==> config.mk <==
export PLATFORM = sky130hd
export DESIGN_NAME = multicycle_cont_unit
export DESIGN_NICKNAME = d
export VERILOG_FILES = /design/src/rtl/multicycle_cont_unit.sv
export SDC_FILE = /design/constraint.sdc
export NUM_CORES = 1
export LEC_CHECK = 0
export BUFFER_PORTS_ARGS = -buffer_cell sky130_fd_sc_hd__buf_2
export CORE_MARGIN = 5
export CORE_UTILIZATION = 30
export CTS_CLUSTER_DIAMETER = 120
export DETAILED_ROUTE_END_ITERATION = 8
export PLACE_DENSITY_LB_ADDON = 0.2
export SETUP_SLACK_MARGIN = 0.02
export SLEW_MARGIN = 20
export SYNTH_ARGS = -nofsm -noshare
export SYNTH_HDL_FRONTEND = slang
export SYNTH_SLANG_ARGS = --single-unit
==> constraint.sdc <==
create_clock -name clock -period 2 [get_ports clock]
set_input_delay 0.1 -clock clock [delete_from_list [all_inputs] [get_ports clock]]
set_output_delay 0.1 -clock clock [all_outputs]
set_load 0.01 [all_outputs]
==> src/rtl/multicycle_cont_unit.sv <==
// rtl/multicycle_cont_unit.sv - multi-cycle control FSM for the shared datapath
//
// Sequences one instruction at a time through FETCH, DECODE and 1-3 execute
// states, producing every datapath enable and mux select per cycle.
// Optional build macro: MC_MEM_WAIT_EN (memory states stall on mem_ready).
//
// Ports:
//   clock, reset         rising-edge clock, synchronous active-high reset
//   inst                 instruction register contents
//   comp_flag            ALU zero result from the datapath
//   mem_ready            memory access complete (only with MC_MEM_WAIT_EN)
//   PCWrite/IRWrite/MemWrite/RegWrite   datapath write enables
//   AdrSrc, AluSrcA, AluSrcB, AluControl, ResultSrc, ShiftEn   mux selects
//   state                current FSM state (debug)
//   flag_z               latched zero flag used by BEQ
//   illegal              one-cycle pulse after DECODE of a bad instruction
//   retired              completed-instruction counter (wraps)

module multicycle_cont_unit #(
    parameter int RETIRE_W = 16
) (
    input  logic                clock,
    input  logic                reset,
    input  logic [31:0]         inst,
    input  logic                comp_flag,
    input  logic                mem_ready,
    output logic                PCWrite,
    output logic                IRWrite,
    output logic                MemWrite,
    output logic                RegWrite,
    output logic                AdrSrc,
    output logic                AluSrcA,
    output logic [1:0]          AluSrcB,
    output logic [2:0]          AluControl,
    output logic [1:0]          ResultSrc,
    output logic                ShiftEn,
    output logic [3:0]          state,
    output logic                flag_z,
    output logic                illegal,
    output logic [RETIRE_W-1:0] retired
);

    localparam logic [3:0] S_FETCH  = 4'd0;
    localparam logic [3:0] S_DECODE = 4'd1;
    localparam logic [3:0] S_MEMADR = 4'd2;
    localparam logic [3:0] S_MEMRD  = 4'd3;
    localparam logic [3:0] S_MEMWB  = 4'd4;
    localparam logic [3:0] S_MEMWR  = 4'd5;
    localparam logic [3:0] S_EXECR  = 4'd6;
    localparam logic [3:0] S_EXECI  = 4'd7;
    localparam logic [3:0] S_ALUWB  = 4'd8;
    localparam logic [3:0] S_BRANCH = 4'd9;

    localparam logic [1:0] OP_DP  = 2'b00;
    localparam logic [1:0] OP_MEM = 2'b01;
    localparam logic [1:0] OP_BR  = 2'b10;

    localparam logic [3:0] CMD_AND = 4'b0000;
    localparam logic [3:0] CMD_SUB = 4'b0010;
    localparam logic [3:0] CMD_ADD = 4'b0100;
    localparam logic [3:0] CMD_CMP = 4'b1010;
    localparam logic [3:0] CMD_ORR = 4'b1100;
    localparam logic [3:0] CMD_MOV = 4'b1101;

    localparam logic [RETIRE_W-1:0] RET_ONE = {{(RETIRE_W-1){1'b0}}, 1'b1};

    logic [3:0] state_q;
    logic [3:0] state_d;
    logic       comp_q;
    logic       mem_go;

    logic [3:0] cond;
    logic [1:0] op;
    logic       i_bit;
    logic [3:0] cmd;
    logic       l_bit;
    logic       cond_al;
    logic       cond_eq;
    logic [2:0] alu_cmd;
    logic       dp_cmd_ok;
    logic       is_illegal;
    logic       retire_evt;

    assign cond    = inst[31:28];
    assign op      = inst[27:26];
    assign i_bit   = inst[25];
    assign cmd     = inst[24:21];
    assign l_bit   = inst[20];
    assign cond_al = (cond == 4'hE);
    assign cond_eq = (cond == 4'h0);
    assign state   = state_q;

    // Register/immediate fields are consumed by the datapath, not here.
    logic unused_inst_bits;
    assign unused_inst_bits = ^inst[19:0];

`ifdef MC_MEM_WAIT_EN
    assign mem_go = mem_ready;
`else
    logic unused_mem_ready;
    assign unused_mem_ready = mem_ready;
    assign mem_go = 1'b1;
`endif

    always_comb begin
        alu_cmd   = 3'b000;
        dp_cmd_ok = 1'b1;
        case (cmd)
            CMD_ADD: alu_cmd = 3'b000;
            CMD_SUB: alu_cmd = 3'b001;
            CMD_AND: alu_cmd = 3'b010;
            CMD_ORR: alu_cmd = 3'b011;
            CMD_CMP: alu_cmd = 3'b001;
            CMD_MOV: alu_cmd = 3'b100;
            default: dp_cmd_ok = 1'b0;
        endcase
    end

    assign is_illegal = ~(cond_al | cond_eq) | (op == 2'b11) |
                        ((op == OP_DP) & ~dp_cmd_ok);

    always_comb begin
        state_d = S_FETCH;
        case (state_q)
            S_FETCH:  state_d = mem_go ? S_DECODE : S_FETCH;
            S_DECODE: begin
                if (is_illegal)         state_d = S_FETCH;
                else if (op == OP_MEM)  state_d = S_MEMADR;
                else if (op == OP_BR)   state_d = S_BRANCH;
                else                    state_d = i_bit ? S_EXECI : S_EXECR;
            end
            S_MEMADR: state_d = l_bit ? S_MEMRD : S_MEMWR;
            S_MEMRD:  state_d = mem_go ? S_MEMWB : S_MEMRD;
            S_MEMWB:  state_d = S_FETCH;
            S_MEMWR:  state_d = mem_go ? S_FETCH : S_MEMWR;
            S_EXECR:  state_d = S_ALUWB;
            S_EXECI:  state_d = S_ALUWB;
            S_ALUWB:  state_d = S_FETCH;
            S_BRANCH: state_d = S_FETCH;
            default:  state_d = S_FETCH;
        endcase
    end

    // A store only retires once its write has actually been accepted.
    assign retire_evt = (state_q == S_MEMWB) | (state_q == S_ALUWB) |
                        (state_q == S_BRANCH) | ((state_q == S_MEMWR) & mem_go);

    always_ff @(posedge clock) begin
        if (reset) begin
            state_q <= S_FETCH;
            flag_z  <= 1'b0;
            illegal <= 1'b0;
            retired <= '0;
            comp_q  <= 1'b0;
        end else begin
            state_q <= state_d;
            illegal <= (state_q == S_DECODE) & is_illegal;
            if (retire_evt)
                retired <= retired + RET_ONE;
            // Zero result is captured while the ALU is computing and only
            // committed to flag_z at writeback.
            if (state_q == S_EXECR || state_q == S_EXECI)
                comp_q <= comp_flag;
            if (state_q == S_ALUWB && (cmd == CMD_SUB || cmd == CMD_CMP))
                flag_z <= comp_q;
        end
    end

    always_comb begin
        PCWrite    = 1'b0;
        IRWrite    = 1'b0;
        MemWrite   = 1'b0;
        RegWrite   = 1'b0;
        AdrSrc     = 1'b0;
        AluSrcA    = 1'b0;
        AluSrcB    = 2'b00;
        AluControl = 3'b000;
        ResultSrc  = 2'b00;
        ShiftEn    = 1'b0;
        case (state_q)
            S_FETCH: begin
                IRWrite   = mem_go;
                PCWrite   = mem_go;
                AluSrcB   = 2'b10;
                ResultSrc = 2'b10;
            end
            S_DECODE: AluSrcB = 2'b10;
            S_MEMADR: begin
                AluSrcA = 1'b1;
                AluSrcB = 2'b01;
            end
            S_MEMRD:  AdrSrc = 1'b1;
            S_MEMWB: begin
                ResultSrc = 2'b01;
                RegWrite  = 1'b1;
            end
            S_MEMWR: begin
                AdrSrc   = 1'b1;
                MemWrite = mem_go;
            end
            S_EXECR, S_EXECI: begin
                AluSrcA    = 1'b1;
                AluSrcB    = (state_q == S_EXECI) ? 2'b01 : 2'b00;
                AluControl = alu_cmd;
                ShiftEn    = (cmd == CMD_MOV) & ~i_bit;
            end
            S_ALUWB: RegWrite = (cmd != CMD_CMP);
            S_BRANCH: begin
                AluSrcB   = 2'b01;
                ResultSrc = 2'b10;
                PCWrite   = cond_al | (cond_eq & flag_z);
            end
            default: ;
        endcase
        // Reset suppresses every write and select in the cycle it is high,
        // so an aborted instruction leaves no side effects.
        if (reset) begin
            PCWrite    = 1'b0;
            IRWrite    = 1'b0;
            MemWrite   = 1'b0;
            RegWrite   = 1'b0;
            AdrSrc     = 1'b0;
            AluSrcA    = 1'b0;
            AluSrcB    = 2'b00;
            AluControl = 3'b000;
            ResultSrc  = 2'b00;
            ShiftEn    = 1'b0;
        end
    end

endmodule

[Word level (Yosys, flattened, before mapping)]
Index checks and enable logic that the tools add are counted.
Widths: inputs -> output; s select.
Operators by class
  eq/ne operators: 19
  reduce and logical (&&, ||, !) cells: 15
  muxes and demuxes: 29
  $add $sub $neg: 1
  bitwise logic cells: 14
Operators with widths (count)
  $eq 4x4->1 const B: 6
  $eq 4x3->1 const B: 5
  $pmux 4 s5: 1
  $add 16x1->16 const B: 1
  $mux 1: 15
  $eq 4x2->1 const B: 3
  $logic_not 4->1: 3
  $mux 4: 3
  $pmux 3 s4: 1
  $reduce_or 2->1: 6
  $mux 3: 3
  $or 1x1->1: 7
  $pmux 2 s3: 1
  $reduce_or 6->1: 1
  $and 1x1->1: 4
  $eq 2x2->1 const B: 2
  $eq 4x1->1 const B: 1
  $mux 2: 2
  $ne 4x4->1 const B: 1
  $pmux 1 s2: 2
  $pmux 2 s2: 1
  $not 1->1: 3
  $reduce_or 3->1: 1
  $eq 2x1->1 const B: 1
  3 further kinds: 4
Storage, ports and cells
  input bits: 36
  logic and storage cells: 83
  bits in registers: 23

[Logic depth before layout (Yosys ltp)]
Gate-level depths: netlist (run 1).
  word-level depth: 8
  gate-level depth with buffers: 6
  gate-level depth less buffers: 5

[Least setup slack after synthesis (run 1)]
Ideal clock, no wire load.
  path type: reg2out
  start: register state_q[3], in the netlist state[3]
  end: output port ShiftEn
  arrival time: 1.710 ns
  required time: 1.900 ns
  path slack: 0.190 ns
  buffers on the path: 1
  stages on the path, launching flop included: 6
  cell sequence: dfxtp_1 buf_4 nor3b_1 nand2_1 nor4_1 nor2b_1
Between the ends
  cells in the longest elaborated chain, start to end: 4
RTL lines
  start, declared: line 67  | logic [3:0] state_q;
  start signal, assigned: line 156  | state_q <= state_d;
  $eq 4x3->1: line 180  | case (state_q)
  $reduce_or 2->1 (no source line) (*)
  $mux 1 (*): line 180
  $mux 1 (*): line 217  | if (reset) begin
  end, declared: line 36  | output logic ShiftEn,
Every way passes the cells marked *; elsewhere a longest branch is shown, timed or not.

[Worst setup path after layout (run 1)]
  start: register retired[5]
  end: register retired[15]
Between the ends
  cells in the longest elaborated chain, start to end: 1
RTL lines
  start, declared: line 40  | output logic [RETIRE_W-1:0] retired
  start signal, assigned: line 159  | retired <= retired + RET_ONE;
  $add 16x1->16: line 159
No other way between the ends.
A chain may end at the register's enable or synchronous reset.

==> results of run 1 <==
-- power breakdown --
group / switching (mW) / total [mW] / internal [mW]
Combinational: 0.0579 / 0.101 / 0.0427
Sequential: 0.00864 / 0.470 / 0.462
Clock: 0.158 / 0.297 / 0.139
Total: 0.224 / 0.868 / 0.644
-- routing by layer --
layer,routed length (µm),share of wire (%),global-route usage [%],vias up
met2,1710,47,20.3,37
met4,51,1.4,4.64,0
met1,1660,46,15.5,614
met5,0,0,0,-
li1,-,-,-,723
met3,196,5.4,2.66,4
-- critical path: stages (launching register included) --
cell and delay (ps):
dfxtp_1 430, nand4_2 190, or3_4 450, or4_1 500, a21oi_1 150
-- state kept, by name, summed over array words and instances, names as in the netlist --
| register | cells |
|---|---|
| illegal | 1 |
| retired | 16 |
| comp_q | 1 |
| flag_z | 1 |
| state | 4 |
-- Yosys cell counts, drive strengths merged --
cell type and n:
xor2 8, a22o 1, or3 5, a2bb2o 1, or2 1, o31ai 2
o2bb2ai 1, inv 6, mux2 2, buf 2, nand4 4, xnor2 6
nand2b 2, o221a 1, o21ai 5, mux2i 1, clkbuf 5, nand3 6
nor3b 2, and4 1, or4 2, o21a 1, nand2 14, dfxtp 23
nor2 22, a21boi 1, a32o 1, nand4b 1, ha 6, nor3 9
and3 4, a32oi 1, and3b 1, a21oi 11, nor2b 5, nor4 7
-- timing repair --
action,CTS,global route
resized for setup,0,2
hold buffers,0,0
setup endpoints to repair,0,1
setup buffers,0,0
-- through the flow --
step                util (%)  worst slack (ps)
floorplan                  -               190
global placement        39.7               244
detailed placement      39.7               248
CTS                     40.8              53.5
global route            41.0              34.9
finish                  41.0               215
-- final cells by class --
class                   instances  area (µm²)
multi-input cells             135         872
well taps                      52        65.1
inverters                       6        22.5
clock inverters                 1        5.00
repair buffers                 61         333
flip-flops and latches         23         460
fillers                       475        2580
clock buffers                   3        41.3
-- how the worst max path moves through the flow --
stage,startpoint,endpoint
6_report,retired[5]$_SDFFE_PP0P_,retired[15]$_SDFFE_PP0P_
5_1_grt,state[3]$_SDFF_PP0_,retired[15]$_SDFFE_PP0P_
4_1_cts,state[3]$_SDFF_PP0_,ShiftEn
3_5_place_dp,state[3]$_SDFF_PP0_,retired[15]$_SDFFE_PP0P_
3_3_place_gp,state[3]$_SDFF_PP0_,retired[15]$_SDFFE_PP0P_
2_1_floorplan,state[3]$_SDFF_PP0_,ShiftEn
-- logic make-up after synthesis --
| logic type | share of synthesized area (%) |
|---|---|
| AND/OR/NAND/NOR | 33.2 |
| AO/OA/AOI/OAI | 12.2 |
| flip-flops | 33.5 |
| XOR/XNOR | 9.47 |
| buffers and inverters | 3.83 |
| adder cells (fa/ha/maj) | 5.46 |
| multiplexers | 2.37 |
==> results.py, run 1 <==
metrics = {
    "status": {
        "status": "complete, no violations",
    },
    "pwr": {
        "power.leakage_nw": 0.840,
        "peakVddDrop_v": 0.000224,
        "p_total_uw": 868,
        "power_density_mw_per_mm2": 482,
    },
    "placement": {
        "portBuffers": 50,
        "place_area_mm2": 0.00174,
        "hpwl_mm": 2.77,
        "gp_congestion": 0.784,
        "dp.cells": 277,
    },
    "global_routing": {
        "antenna_found_initial": 0,
        "grt_max_degree": 24,
        "overflow": 0,
        "grt_first_pass_wirelength_mm": 6.27,
        "grt_pass1_vias": 1373,
        "grt_use_total_pct": 12.3,
    },
    "routing": {
        "ant_nets": 0,
        "num_vias": 1378,
        "drc": 0,
        "routed_wl_mm": 3.62,
        "drt_iter0_markers": 55,
        "via_per_inst": 4.90,
        "wl_per_cell_um": 12.9,
        "drtPass1Iterations": 4,
    },
    "finish": {
        "final_cells": 281,
        "drive_gt1_share_pct": 33.2,
        "insertedDiodeCount": 0,
        "fin_nets": 272,
        "stdcell_area_mm2": 0.00180,
        "syn_to_final_growth_pct": 31.0,
        "mostFrequentLayoutCell": "buf_2",
        "final_cell_mix": "buf_2, dfxtp_1, nor2_1",
    },
    "worst_setup_path": {
        "path_max_fanout": 6,
        "worstSetupPathType": "flop to flop",
        "cp-end-kind": "flop",
        "cp-start-kind": "flop",
        "r2r_slack_ps": 220,
        "required_ps": 2200,
        "worstPathArrival_ps": 1980,
        "r2r-start": "retired[5]$_SDFFE_PP0P_",
        "r2r_cells": 4,
        "r2r-end": "retired[15]$_SDFFE_PP0P_",
    },
    "timing": {
        "finalMaxSlewViolations": 0,
        "fin_skew_ps": 7.71,
        "timing.fmax_mhz": 560,
        "period_share_pct": 89.2,
        "setup_viol_count_final": 0,
        "tightest_slew_ps": 479,
        "fin_tns_setup_ps": 0,
        "finalHoldViolCount": 0,
        "fin_crit_ps": 1780,
        "finalHoldWorstSlack_ps": 81.1,
        "rsz0062_at_grt": "no",
        "slew_headroom_pct": 68.0,
    },
    "yosys": {
        "ys_top_cells_by_area": "dfxtp_1, nor2_1, ha_1",
        "ys_types": 41,
        "synth-seq-cells": 23,
        "syn_area_per_cell_um2": 8.03,
        "synth_area_mm2": 0.00137,
        "synth-seq-area-share_pct": 33.5,
        "yosysTopAreaCell": "dfxtp_1",
        "synth_cells": 171,
        "syn-num-nets": 213,
        "synth_top_area_share_pct": 33.5,
        "synth_warnings": 0,
    },
    "die": {
        "initial_core_util_pct": 31.3,
        "io_pins": 72,
        "die_h_um": 77.7,
        "die-area_mm2": 0.00603,
        "core-area_mm2": 0.00438,
        "die_x_um": 77.7,
        "std_cell_rows": 24,
    },
    "hold_path": {
        "holdPathEnd": "comp_q$_SDFFE_PP0N_",
        "holdPathStages": 3,
        "hp-class": "input pin to flop",
        "worstHoldStart": "comp_flag",
    },
    "clock_network": {
        "clockRootBuffer": "clkbuf_8",
        "h-tree-depth": 1,
        "clkLatencyLatePin_ps": 270,
        "clk_pin_slew_ps": 90,
        "clockBufferDepth": 2,
        "cts_buffers": 3,
        "cts_tree": "built",
        "clock_sinks": 23,
    },
    "flow_run": {
        "max_cap_violations": 0,
    },
}
Power figures use the tool's default switching activity.
==> run 2, diff against run 1 <==
CORE_MARGIN = not set   (was 5)
==> run 2 against run 1 <==
Effect of this change:
- final cell count did not move
- clock power rose by 2%
- via count grew 2.5%
- sequential share of layout area rose by 0.088 points
- core utilization about the same
- register-to-register slack worse by 20 ps
- critical path depth up 1
- die area shrank 20%
- design area about the same
- flip-flop and latch count unchanged
- combinational power about the same
- global-route usage is 2.2 points higher
==> results.py, run 2 (same netlist as run 1, synthesis figures left out) <==
metrics = {
    "status": {
        "status": "complete, no violations",
    },
    "global_routing": {
        "grt_first_pass_wirelength_mm": 5.85,
        "grt_pass1_vias": 1291,
        "overflow": 0,
        "antenna_found_initial": 0,
        "grt_use_total_pct": 14.5,
        "grt_max_degree": 24,
    },
    "placement": {
        "hpwl_mm": 2.63,
        "gp_congestion": 0.753,
        "portBuffers": 50,
        "pre_cts_ws_ps": 209,
    },
    "routing": {
        "via_per_inst": 5.03,
        "num_vias": 1413,
        "routed_wl_mm": 3.46,
        "wl_per_cell_um": 12.3,
        "ant_nets": 0,
        "drtPass1Iterations": 4,
        "drc": 0,
        "drt_iter0_markers": 85,
    },
    "clock_network": {
        "cts_tree": "built",
        "h-tree-depth": 1,
        "clk_pin_slew_ps": 90,
        "clockBufferDepth": 2,
        "clockRootBuffer": "clkbuf_8",
        "cts_buffers": 3,
        "clkLatencyLatePin_ps": 270,
        "clock_sinks": 23,
    },
    "die": {
        "std_cell_rows": 24,
        "die_h_um": 69.7,
        "die-area_mm2": 0.00485,
        "io_pins": 72,
        "initial_core_util_pct": 31.3,
        "core-area_mm2": 0.00438,
        "die_x_um": 69.7,
    },
    "timing": {
        "finalHoldViolCount": 0,
        "rsz0062_at_grt": "no",
        "period_share_pct": 91.0,
        "fin_crit_ps": 1820,
        "tightest_slew_ps": 478,
        "timing.fmax_mhz": 549,
        "setup_ws_ps": 180,
        "slew_headroom_pct": 68.1,
        "finalMaxSlewViolations": 0,
        "finalHoldWorstSlack_ps": 79.4,
        "fin_tns_setup_ps": 0,
        "setup_viol_count_final": 0,
        "fin_skew_ps": 10.4,
    },
    "finish": {
        "fin_nets": 272,
        "ff_latch_area_um2": 462,
        "top_register": "retired",
        "nFillCells": 475,
        "drive_gt1_share_pct": 33.2,
        "final_cell_mix": "buf_2, nor2_1, dfxtp_1",
        "mostFrequentLayoutCell": "buf_2",
        "syn_to_final_growth_pct": 30.9,
        "multi_input_area_um2": 867,
        "insertedDiodeCount": 0,
        "largest_register_ffs": 16,
    },
    "worst_setup_path": {
        "r2r-start": "retired[7]$_SDFFE_PP0P_",
        "path_max_fanout": 7,
        "r2r-end": "retired[15]$_SDFFE_PP0P_",
        "r2r_slack_ps": 200,
        "cp-start-kind": "flop",
        "worstSetupPathType": "flop to output pin",
        "worstPathArrival_ps": 1720,
        "r2r_cells": 4,
        "required_ps": 1900,
        "cp-end-kind": "output pin",
    },
    "hold_path": {
        "worstHoldStart": "comp_flag",
        "holdPathStages": 3,
        "holdPathEnd": "comp_q$_SDFFE_PP0N_",
        "hp-class": "input pin to flop",
    },
    "flow_run": {
        "max_cap_violations": 0,
    },
    "pwr": {
        "power_density_mw_per_mm2": 486,
        "power.leakage_nw": 0.831,
        "peakVddDrop_v": 0.000242,
    },
}
run 2: timing repair:
| action | 4_1_cts | 5_1_grt |
|---|---|---|
| buffers inserted | 0 | 0 |
| endpoints found under the setup margin | 1 | 1 |
| resized for setup | 1 | 1 |
| hold buffers | 0 | 0 |
run 2: report_power, final:
group	total (mW)	switching, mW	internal [mW]	leakage, nW
Clock	0.303	0.162	0.141	0.0217
Sequential	0.471	0.00906	0.462	0.186
Combinational	0.0992	0.0566	0.0425	0.623
run 2: metal layers:
layer	routed length [µm]	global-route usage [%]	vias to the layer above
met3	128	1.89	2
met2	1640	24.6	31
met5	0	0	-
li1	-	-	720
met4	33	5.33	0
met1	1660	18.7	660
run 2: area by class of cell:
type                            instances  area share, %
Tap cell                               52           3.62
Multi-Input combinational cell        135           48.2
Inverter                                6           1.25
Sequential cell                        23           25.7
Clock inverter                          1          0.418
Clock buffer                            3           2.30
Timing Repair Buffer                   61           18.5
run 2: critical path: stages (launching register included):
cell and delay, ps:
dfxtp_1 410, nor3b_1 310, nand2_1 160, nor4_2 280, nor2b_1 160, buf_2 130
run 2: how the worst max path moves through the flow:
stage                                    end  slack (ps)               startpoint  cells after the start
finish                               ShiftEn         180      state[3]$_SDFF_PP0_                      5
global route                         ShiftEn          50      state[3]$_SDFF_PP0_                      5
CTS                                  ShiftEn          80      state[3]$_SDFF_PP0_                      5
detailed placement  retired[15]$_SDFFE_PP0P_         210  retired[7]$_SDFFE_PP0P_                      4
global placement    retired[15]$_SDFFE_PP0P_         230  retired[7]$_SDFFE_PP0P_                      4
floorplan                            ShiftEn         190      state[3]$_SDFF_PP0_                      5
run 2: per-stage QoR:
step                      instance area (µm²)  cells  utilization, %  power (mW)
after floorplan                          1370    171               -       0.535
after global placement                   1740    277            39.7       0.580
after detailed placement                 1740    277            39.7       0.581
after CTS                                1790    281            40.9       0.884
after global routing                     1800    281            41.0       0.913
final                                    1800    281            41.0       0.873
==> run 3, diff against run 2 <==
CAP_MARGIN = 25   (was not set)
RECOVER_POWER = 25   (was not set)
==> run 3 against run 2 <==
Effect of this change:
- routed wire length is 0.61% higher
- largest power group unchanged
- design area is 0.97% lower
- setup slack worse by 1.8 ps
- register-to-register slack hardly changed
- total power is 0.13% higher
- final cell count stayed put
==> results.py, run 3 (same netlist as run 1, synthesis figures left out) <==
metrics = {
    "status": {
        "status": "complete, no violations",
    },
    "hold_path": {
        "holdPathStages": 3,
        "holdPathEnd": "comp_q$_SDFFE_PP0N_",
        "worstHoldStart": "comp_flag",
        "hp-class": "input pin to flop",
    },
    "worst_setup_path": {
        "cp-start-kind": "flop",
        "critPathMaxStageDelay_ps": 410,
        "r2r-end": "retired[15]$_SDFFE_PP0P_",
        "r2r-start": "retired[7]$_SDFFE_PP0P_",
        "crit_family": "simple AND/OR/NAND/NOR gates",
        "path_max_fanout": 7,
        "r2r_slack_ps": 200,
        "worstSetupPathType": "flop to output pin",
        "worstPathArrival_ps": 1720,
        "r2r_cells": 4,
        "crit_chain": "nor3b_1 -> nand2_1 -> nor4_2 -> nor2b_1 -> buf_2",
        "path_buf_inv": 1,
        "cp-end-kind": "output pin",
        "required_ps": 1900,
        "critPathLaunch": "state[3]$_SDFF_PP0_",
        "slowest_stage": "dfxtp_1",
    },
    "timing": {
        "timing.fmax_mhz": 549,
        "tightest_slew_ps": 478,
        "setup_viol_count_final": 0,
        "finalHoldWorstSlack_ps": 79.5,
        "rsz0062_at_grt": "no",
        "fin_skew_ps": 9.06,
        "fin_tns_setup_ps": 0,
        "finalMaxSlewViolations": 0,
        "period_share_pct": 91.1,
        "slew_headroom_pct": 68.1,
        "finalHoldViolCount": 0,
        "fin_crit_ps": 1820,
    },
    "global_routing": {
        "grt_pass1_vias": 1291,
        "overflow": 0,
        "grt_first_pass_wirelength_mm": 5.85,
        "antenna_found_initial": 0,
        "grt_use_total_pct": 14.5,
        "grt_max_degree": 24,
    },
    "clock_network": {
        "clk_pin_slew_ps": 90,
        "clockBufferDepth": 2,
        "clkLatencyLatePin_ps": 270,
        "cts_tree": "built",
        "clockRootBuffer": "clkbuf_8",
        "ctsHoldBuffers": 0,
        "clock_sinks": 23,
        "h-tree-depth": 1,
        "cts_buffers": 3,
        "post_cts.repair.setup_buffers": 0,
    },
    "pwr": {
        "netSwitchingFraction_pct": 26.2,
        "seqPwrFrac_pct": 53.9,
        "p_int_uw": 645,
        "p_switching_uw": 229,
        "power.leakage_nw": 0.770,
        "power_density_mw_per_mm2": 491,
        "peakVddDrop_v": 0.000241,
        "combPwrFrac_pct": 11.3,
        "clockPowerShare_pct": 34.9,
    },
    "placement": {
        "place_area_mm2": 0.00174,
        "portBuffers": 50,
        "gp_congestion": 0.753,
        "hpwl_mm": 2.63,
    },
    "finish": {
        "mostFrequentLayoutCell": "buf_2",
        "stdcell_area_mm2": 0.00178,
        "top_register": "retired",
        "insertedDiodeCount": 0,
        "final_cell_mix": "buf_2, nor2_1, dfxtp_1",
        "drive_gt1_share_pct": 27.1,
        "multi_input_area_um2": 867,
        "fin_nets": 272,
        "largest_register_ffs": 16,
        "nFillCells": 483,
        "syn_to_final_growth_pct": 29.6,
        "ff_latch_area_um2": 462,
    },
    "routing": {
        "drc": 0,
        "ant_nets": 0,
        "routed_wl_mm": 3.48,
        "drt_iter0_markers": 81,
        "via_per_inst": 5.03,
        "drtPass1Iterations": 4,
        "wl_per_cell_um": 12.4,
        "num_vias": 1413,
    },
    "die": {
        "core-area_mm2": 0.00438,
        "die-area_mm2": 0.00485,
        "initial_core_util_pct": 31.3,
        "die_h_um": 69.7,
        "io_pins": 72,
        "std_cell_rows": 24,
        "die_x_um": 69.7,
    },
    "flow_run": {
        "max_cap_violations": 0,
    },
}
-- run 3: changes by cell type in the layout (fill, tap and decap cells not counted), sizes merged --
cell,change
buf,-14
clkbuf,+14
-- run 3: timing repair --
item	CTS	global route
cloned	0	0
gates resized for setup	1	1
setup endpoints to repair	1	1
-- run 3: how the worst max path moves through the flow --
stage,to,depth (start not counted)
2_1_floorplan,ShiftEn,5
3_3_place_gp,retired[15]$_SDFFE_PP0P_,4
3_5_place_dp,retired[15]$_SDFFE_PP0P_,4
4_1_cts,ShiftEn,5
5_1_grt,ShiftEn,5
6_report,ShiftEn,5
-- run 3: final cells by class --
class / count / area share (%)
Inverter: 6 / 1.26
Multi-Input combinational cell: 135 / 48.7
Clock inverter: 1 / 0.422
Tap cell: 52 / 3.65
Sequential cell: 23 / 25.9
Clock buffer: 3 / 2.32
Timing Repair Buffer: 61 / 17.7
-- run 3: worst min-delay path: cells and delay by family --
family / cells / cell delay [ps]
AO/OA/AOI/OAI: 1 / 50
buffers and inverters: 1 / 100
AND/OR/NAND/NOR: 1 / 60
-- run 3: power by group through the flow --
stage	logic (mW)	clock network (mW)	registers [mW]
6_report	0.0987	0.305	0.471
5_1_grt	0.110	0.330	0.472
3_5_place_dp	0.0991	0	0.482
2_1_floorplan	0.0570	0	0.478
3_3_place_gp	0.0990	0	0.481
4_1_cts	0.0993	0.314	0.471
-- run 3: routing by layer --
layer	GRT usage (%)	vias to the layer above	wire length (µm)
met5	0	-	0
met4	5.33	0	33
met3	1.89	2	133
met2	24.6	31	1630
met1	18.7	659	1680
li1	-	721	-
-- run 3: stage by stage --
| step | power [mW] | worst slack (ps) | instances | utilization [%] |
|---|---|---|---|---|
| 6_report | 0.874 | 178 | 281 | 40.6 |
| 5_1_grt | 0.912 | 50.1 | 281 | 40.6 |
| 4_1_cts | 0.884 | 83.1 | 281 | 40.9 |
| 3_5_place_dp | 0.581 | 209 | 277 | 39.7 |
| 3_3_place_gp | 0.580 | 231 | 277 | 39.7 |
| 2_1_floorplan | 0.535 | 190 | 171 | - |
